==> src/rtl/ser_pkg.sv <==
// ============================================================================
// Module      : ser_pkg
// Description : Shared types, constants and helpers for the bit serializer.
//               State enum, default word width, counter width function and
//               the even-parity helper used when SER_PARITY_EN is defined.
// Revision    : 1.0 - initial release
// ============================================================================
`default_nettype none

package ser_pkg;

    localparam int DEF_DATA_W = 8;

    typedef enum logic [0:0] {
        IDLE  = 1'b0,
        SHIFT = 1'b1
    } ser_state_t;

    // Counter must be able to hold DATA_W itself (parity frames reload to DATA_W).
    function automatic int cnt_w(input int w);
        return $clog2(w + 1);
    endfunction

    // Even parity over a zero-extended word; zero padding does not alter the XOR.
    function automatic logic even_parity(input logic [31:0] d);
        return ^d;
    endfunction

endpackage

`default_nettype wire

==> src/rtl/ser_hold_buf.sv <==
// ============================================================================
// Module      : ser_hold_buf
// Description : Single-entry holding register with a valid flag. Absorbs the
//               next word while the current word is shifting out.
// Ports       : clk, rst      - clock, synchronous active-high reset
//               i_wr/i_wr_data - store a word (sets valid)
//               i_rd          - consume the stored word (clears valid)
//               o_valid/o_data - occupancy flag and stored word
//               Write and read never coincide: the parent only writes when
//               the buffer is empty and only reads when it is full.
// Revision    : 1.0 - initial release
// ============================================================================
`default_nettype none

module ser_hold_buf
    import ser_pkg::*;
#(
    parameter int DATA_W = DEF_DATA_W
) (
    input  logic              clk,
    input  logic              rst,
    input  logic              i_wr,
    input  logic [DATA_W-1:0] i_wr_data,
    input  logic              i_rd,
    output logic              o_valid,
    output logic [DATA_W-1:0] o_data
);

    logic              r_valid;
    logic [DATA_W-1:0] r_data;

    always_ff @(posedge clk) begin
        if (rst) begin
            r_valid <= 1'b0;
            r_data  <= '0;
        end else if (i_wr) begin
            r_valid <= 1'b1;
            r_data  <= i_wr_data;
        end else if (i_rd) begin
            r_valid <= 1'b0;
        end
    end

    assign o_valid = r_valid;
    assign o_data  = r_data;

endmodule

`default_nettype wire

==> src/rtl/bit_serializer.sv <==
// ============================================================================
// Module      : bit_serializer
// Description : Parallel-to-serial front end feeding a "1011" detector.
//               Accepts DATA_W-bit words on a valid/ready handshake and shifts
//               them out one bit per shift_en cycle with no gap between
//               back-to-back words. A one-entry buffer holds the next word.
// Ports       : clk, rst             - clock, synchronous active-high reset
//               din/din_valid/din_ready - parallel word handshake
//               shift_en             - advance the serial stream
//               ser_out/ser_valid    - serial bit and its qualifier
//               busy                 - shifting or holding a pending word
//               frame_done           - pulse on consumption of a frame's last bit
// Options     : SER_PARITY_EN - append an even-parity bit to every frame
// Revision    : 1.0 - initial release
// ============================================================================
`default_nettype none

module bit_serializer
    import ser_pkg::*;
#(
    parameter int DATA_W    = DEF_DATA_W,
    parameter int MSB_FIRST = 1
) (
    input  logic              clk,
    input  logic              rst,
    input  logic [DATA_W-1:0] din,
    input  logic              din_valid,
    output logic              din_ready,
    input  logic              shift_en,
    output logic              ser_out,
    output logic              ser_valid,
    output logic              busy,
    output logic              frame_done
);

    localparam int CNT_W = cnt_w(DATA_W);
`ifdef SER_PARITY_EN
    localparam int SR_W = DATA_W + 1;
`else
    localparam int SR_W = DATA_W;
`endif
    localparam logic [CNT_W-1:0] CNT_RELOAD = CNT_W'(SR_W - 1);
    localparam logic [CNT_W-1:0] CNT_ONE    = CNT_W'(1);

    ser_state_t        r_state, w_state_nxt;
    logic [CNT_W-1:0]  r_cnt, w_cnt_nxt;
    logic [SR_W-1:0]   r_shreg, w_shreg_nxt;
    logic [SR_W-1:0]   w_shifted;
    logic              w_head;
    logic              w_pend_valid;
    logic [DATA_W-1:0] w_pend_data;
    logic              w_buf_wr, w_buf_rd;
    logic              w_xfer, w_last;

    // Frame image as loaded into the shift register. With parity, the parity
    // bit sits on the far side of the head so it leaves after the data bits.
    function automatic logic [SR_W-1:0] frame_of(input logic [DATA_W-1:0] d);
`ifdef SER_PARITY_EN
        logic p;
        p = even_parity(32'(d));
        if (MSB_FIRST != 0) return {d, p};
        else                return {p, d};
`else
        return d;
`endif
    endfunction

    generate
        if (MSB_FIRST != 0) begin : g_msb_first
            assign w_head    = r_shreg[SR_W-1];
            assign w_shifted = {r_shreg[SR_W-2:0], 1'b0};
        end else begin : g_lsb_first
            assign w_head    = r_shreg[0];
            assign w_shifted = {1'b0, r_shreg[SR_W-1:1]};
        end
    endgenerate

    ser_hold_buf #(.DATA_W(DATA_W)) u_hold_buf (
        .clk       (clk),
        .rst       (rst),
        .i_wr      (w_buf_wr),
        .i_wr_data (din),
        .i_rd      (w_buf_rd),
        .o_valid   (w_pend_valid),
        .o_data    (w_pend_data)
    );

    assign din_ready = !rst && !w_pend_valid;
    assign w_xfer    = din_valid && din_ready;
    assign w_last    = (r_state == SHIFT) && (r_cnt == '0) && shift_en;

    always_ff @(posedge clk) begin
        if (rst) begin
            r_state <= IDLE;
            r_cnt   <= '0;
            r_shreg <= '0;
        end else begin
            r_state <= w_state_nxt;
            r_cnt   <= w_cnt_nxt;
            r_shreg <= w_shreg_nxt;
        end
    end

    always_comb begin
        w_state_nxt = r_state;
        w_cnt_nxt   = r_cnt;
        w_shreg_nxt = r_shreg;
        w_buf_wr    = 1'b0;
        w_buf_rd    = 1'b0;
        case (r_state)
            IDLE: begin
                if (w_xfer) begin
                    w_shreg_nxt = frame_of(din);
                    w_cnt_nxt   = CNT_RELOAD;
                    w_state_nxt = SHIFT;
                end
            end
            SHIFT: begin
                // On the last-bit edge an arriving word bypasses the buffer.
                if (w_xfer && !w_last) begin
                    w_buf_wr = 1'b1;
                end
                if (shift_en) begin
                    if (r_cnt != '0) begin
                        w_shreg_nxt = w_shifted;
                        w_cnt_nxt   = r_cnt - CNT_ONE;
                    end else if (w_pend_valid) begin
                        w_shreg_nxt = frame_of(w_pend_data);
                        w_cnt_nxt   = CNT_RELOAD;
                        w_buf_rd    = 1'b1;
                    end else if (w_xfer) begin
                        w_shreg_nxt = frame_of(din);
                        w_cnt_nxt   = CNT_RELOAD;
                    end else begin
                        w_state_nxt = IDLE;
                    end
                end
            end
            default: w_state_nxt = IDLE;
        endcase
    end

    // Outputs are forced low while reset is asserted, before the clearing edge.
    assign ser_valid  = !rst && (r_state == SHIFT);
    assign ser_out    = ser_valid && w_head;
    assign busy       = !rst && ((r_state == SHIFT) || w_pend_valid);
    assign frame_done = !rst && w_last;

endmodule

`default_nettype wire
==> config.mk <==
export PLATFORM = sky130hd
export DESIGN_NAME = bit_serializer
export DESIGN_NICKNAME = d
export VERILOG_FILES = /design/src/rtl/ser_pkg.sv /design/src/rtl/ser_hold_buf.sv /design/src/rtl/bit_serializer.sv
export SDC_FILE = /design/constraint.sdc
export NUM_CORES = 1
export LEC_CHECK = 0
export ABC_CLOCK_PERIOD_IN_PS = 1800
export CAP_MARGIN = 5
export CORE_ASPECT_RATIO = 0.5
export CORE_MARGIN = 8
export CORE_UTILIZATION = 40
export DETAILED_ROUTE_END_ITERATION = 12
export PLACE_DENSITY = 0.71
export SLEW_MARGIN = 40
export SYNTH_ARGS = -nofsm -noshare
export SYNTH_HDL_FRONTEND = slang
export SYNTH_HIERARCHICAL = 1
export SYNTH_SLANG_ARGS = --single-unit
==> constraint.sdc <==
create_clock -name clk -period 1.8 [get_ports clk]
set_input_delay 0.54 -clock clk [delete_from_list [all_inputs] [get_ports clk]]
set_output_delay 0.54 -clock clk [all_outputs]
set_load 0.01 [all_outputs]
==> results.md <==
* Sequential power share at 46.1%
* Mapped Avg Cell Area at 8.96 sq um
* Pint at 0.839 mW
* Data arrival, critical path at 1.29 ns
* Antenna diode count at 0
* Worst Tran Pin Value at 0.335 ns
* Syn-to-layout area delta at 47.5%
* Clock Latency Late Sink at 0.26 ns
* Worst slew margin at 77.6%
* Psw at 0.317 mW
* Worst Path Max Fanout at 2
* CP Launch Type: flip-flop
* Ranking of synthesized cells by area: dfxtp_1 39%, mux2i_1 7.1%, a21oi_1 5.8%
* Setup Viol. Count Final at 1
* Worst Setup EP: frame_done
* GR Overflow Total at 0
* Post-synth top area share at 39.0%
* Max Root-Sink Buffers at 2
* Final #Nets at 187
* Filler Cells Inserted at 231
* FMAX at 548 MHz
* Dpl hpwl at 2.16 mm
* GPL Wtd Cong at 0.786
* Cts-stage hold buffer count at 0
* Total track usage at 13.2%
* TritonCTS clock tree: done
* Clock root buffer master: clkbuf_8
* Clock power frac at 26.3%
* Outcome: complete, but fails checks
* Setup TNS at -0.0260 ns
* Hold Violations, Final at 0
* Worst hold path type: reg2reg
* Drt first pass iters at 4
* EDFF count, synth at 0
* First-pass GRT wire length at 5.15 mm
* Worst Clk Skew at 0.00794 ns
* Reg2Reg Depth at 6
* Yosys reg bits at 22
* Maximum VDD drop at 371 uV
* DRC violations left at 0
* Yosys warns at 6
* Via density at 5.33
* Switch share at 27.4%
* Chip width at 91.1 um
* Top-Level Pins at 17
* Slew Viols, Final at 0
* Final worst slack at -0.0260 ns
* IO buf count at 16
* R2R setup slack at 0.06 ns
* Routed WL at 3.18 mm
* Number of global-route vias before repair at 1,113
* RSZ-0062 raised after global routing: true
* Most used flip-flop cell after synthesis: dfxtp_1
* Register area share after synthesis at 39.0%
* FF-to-FF End: r_shreg[0]
* Origin of the critical flop-to-flop path: r_cnt[1]
* Power Dens Cells at 695 nW/um^2
* Routed Antenna Nets at 0
* Period utilisation layout at 101%
* Syn Inst Count at 126
* H-tree depth at 1
* DP Worst Slack at -0.674 ns
* WS Path Type: reg2out
* Initial antenna violation count at 0
* Combinational share of power at 27.6%
* Max-cap violations at 0
* Failing checks: setup timing
* LEAKAGE at 0.658 nW
* DRT iter0 DRCs at 130
* Unique masters post-synth at 36
* Initial core utilization at 42.8%
* Asr flop ratio synth at 0%
* Dpl cell area at 1500 sq um
* Die Height at 53.6 um
* Maximum number of pins on one net before global-route repair at 17
* Sinks on Clock Net at 22
* Num CTS Buffers at 3
* Die ar. at 4880 sq um
* Core Region at 2640 sq um
* Final Instance Area at 1660 sq um
* Row Count at 13
* Worst Setup End Kind: output port
* Clk slew on worst S/H paths at 0.08 ns
* Synthesized cell area at 1130 sq um
* Vias at 1,114
* Fin crit period at 1.83 ns
* Detailed-route wire length per cell at 15.2 um
* Synthesized Nets at 139
* Layout cells sized above 1 at 38.4%
* Required time worst endpoint at 1.26 ns
* CP Launch Point: r_cnt[1]
* Largest area contributor in the netlist: dfxtp_1
* WHS at 0.499 ns
[final cells by class]
cell class / instances / area (sq um) / share of cell area (%)
timing repair buffer: 50 / 418 / 25.1
clock buffer: 3 / 41.3 / 2.48
inverter: 5 / 18.8 / 1.13
tap: 37 / 46.3 / 2.78
sequential: 22 / 443 / 26.6
multi-input combinational: 92 / 697 / 41.9
[cell families (layout without fill, tap and decap cells)]
group	count (synthesis)	after routing	share of synthesized area (%)
compound gates	29	29	18.3
fa+ha+maj	1	1	1.11
buf+inv	12	58	6.76
flops	22	22	39.0
mux	12	12	11.1
simple gates	50	50	23.7
[worst max-delay path, cell delays in order, from the launching register on]
cell     delay (ns)
dfxtp_2        0.33
inv_2          0.06
ha_4           0.13
nor3b_4        0.19
and3_4         0.21
buf_6          0.09
[repair_timing]
action	CTS	global route
pin swaps	5	7
gates cloned	0	1
setup endpoints to repair	26	21
setup buffers	3	3
resized for setup	34	10
[worst min path at each step]
stage,from,endpoint,slack (ns),depth (start not counted)
global route,u_hold_buf/o_data[2],u_hold_buf/o_data[2],0.53,2
floorplan,u_hold_buf/o_data[4],u_hold_buf/o_data[4],0.45,2
global placement,u_hold_buf/o_data[6],u_hold_buf/o_data[6],0.46,2
finish,u_hold_buf/o_data[4],u_hold_buf/o_data[4],0.50,2
detailed placement,u_hold_buf/o_data[6],u_hold_buf/o_data[6],0.48,2
CTS,u_hold_buf/o_data[4],u_hold_buf/o_data[4],0.50,2
[flip-flops by register name (all words and copies together), names as in the netlist]
register	flops
r_shreg	8
r_state	1
u_hold_buf/o_data	8
u_hold_buf/o_valid	1
r_cnt	4
[metal layers]
| layer | wire [um] | GRT usage, % |
|---|---|---|
| met1 | 1420 | 15.4 |
| met2 | 1580 | 23.4 |
| met3 | 130 | 3.46 |
| met4 | 54 | 5.63 |
| met5 | 0 | 0 |
[power groups by stage]
| stage | logic, mW | clock network, mW | registers (mW) |
|---|---|---|---|
| 6_report | 0.319 | 0.304 | 0.533 |
| 4_1_cts | 0.297 | 0.309 | 0.532 |
| 2_1_floorplan | 0.142 | 0 | 0.537 |
| 3_5_place_dp | 0.269 | 0 | 0.539 |
| 3_3_place_gp | 0.266 | 0 | 0.538 |
| 5_1_grt | 0.348 | 0.328 | 0.536 |
[metrics by stage]
step,power (mW),instances,utilization (%)
2_1_floorplan,0.679,126,-
3_3_place_gp,0.804,199,57.0
3_5_place_dp,0.809,199,57.0
4_1_cts,1.14,205,60.7
5_1_grt,1.21,209,63.2
6_report,1.16,209,63.2
[cell usage in the layout (no fill, tap or decap), types with 2 or more instances in the layout]
| cell | count |
|---|---|
| a21oi_1 | 11 |
| a21oi_2 | 2 |
| a222oi_1 | 4 |
| buf_2 | 4 |
| buf_4 | 29 |
| buf_6 | 4 |
| clkbuf_8 | 3 |
| clkdlybuf4s50_1 | 8 |
| dfxtp_1 | 20 |
| dfxtp_2 | 2 |
| dlygate4sd2_1 | 2 |
| inv_1 | 3 |
| inv_2 | 2 |
| mux2_2 | 4 |
| mux2i_1 | 8 |
| nand2_1 | 7 |
| nand2b_1 | 5 |
| nand3b_1 | 3 |
| nor2_1 | 16 |
| nor3_1 | 4 |
| nor3b_4 | 2 |
| o21ai_0 | 2 |
| o32ai_2 | 2 |
[Yosys cell counts, drive strengths merged (2+ instances only)]
cell type,n
a222oi,4
o21ai,3
nand2,8
or3b,2
mux2,4
nor3,4
mux2i,8
nand2b,5
dfxtp,22
nor2b,2
and3,2
o32ai,3
nor2,16
clkbuf,3
nor3b,2
a21oi,13
buf,4
inv,5
nand3b,3
No activity file was read; power rests on OpenSTA's default activity.
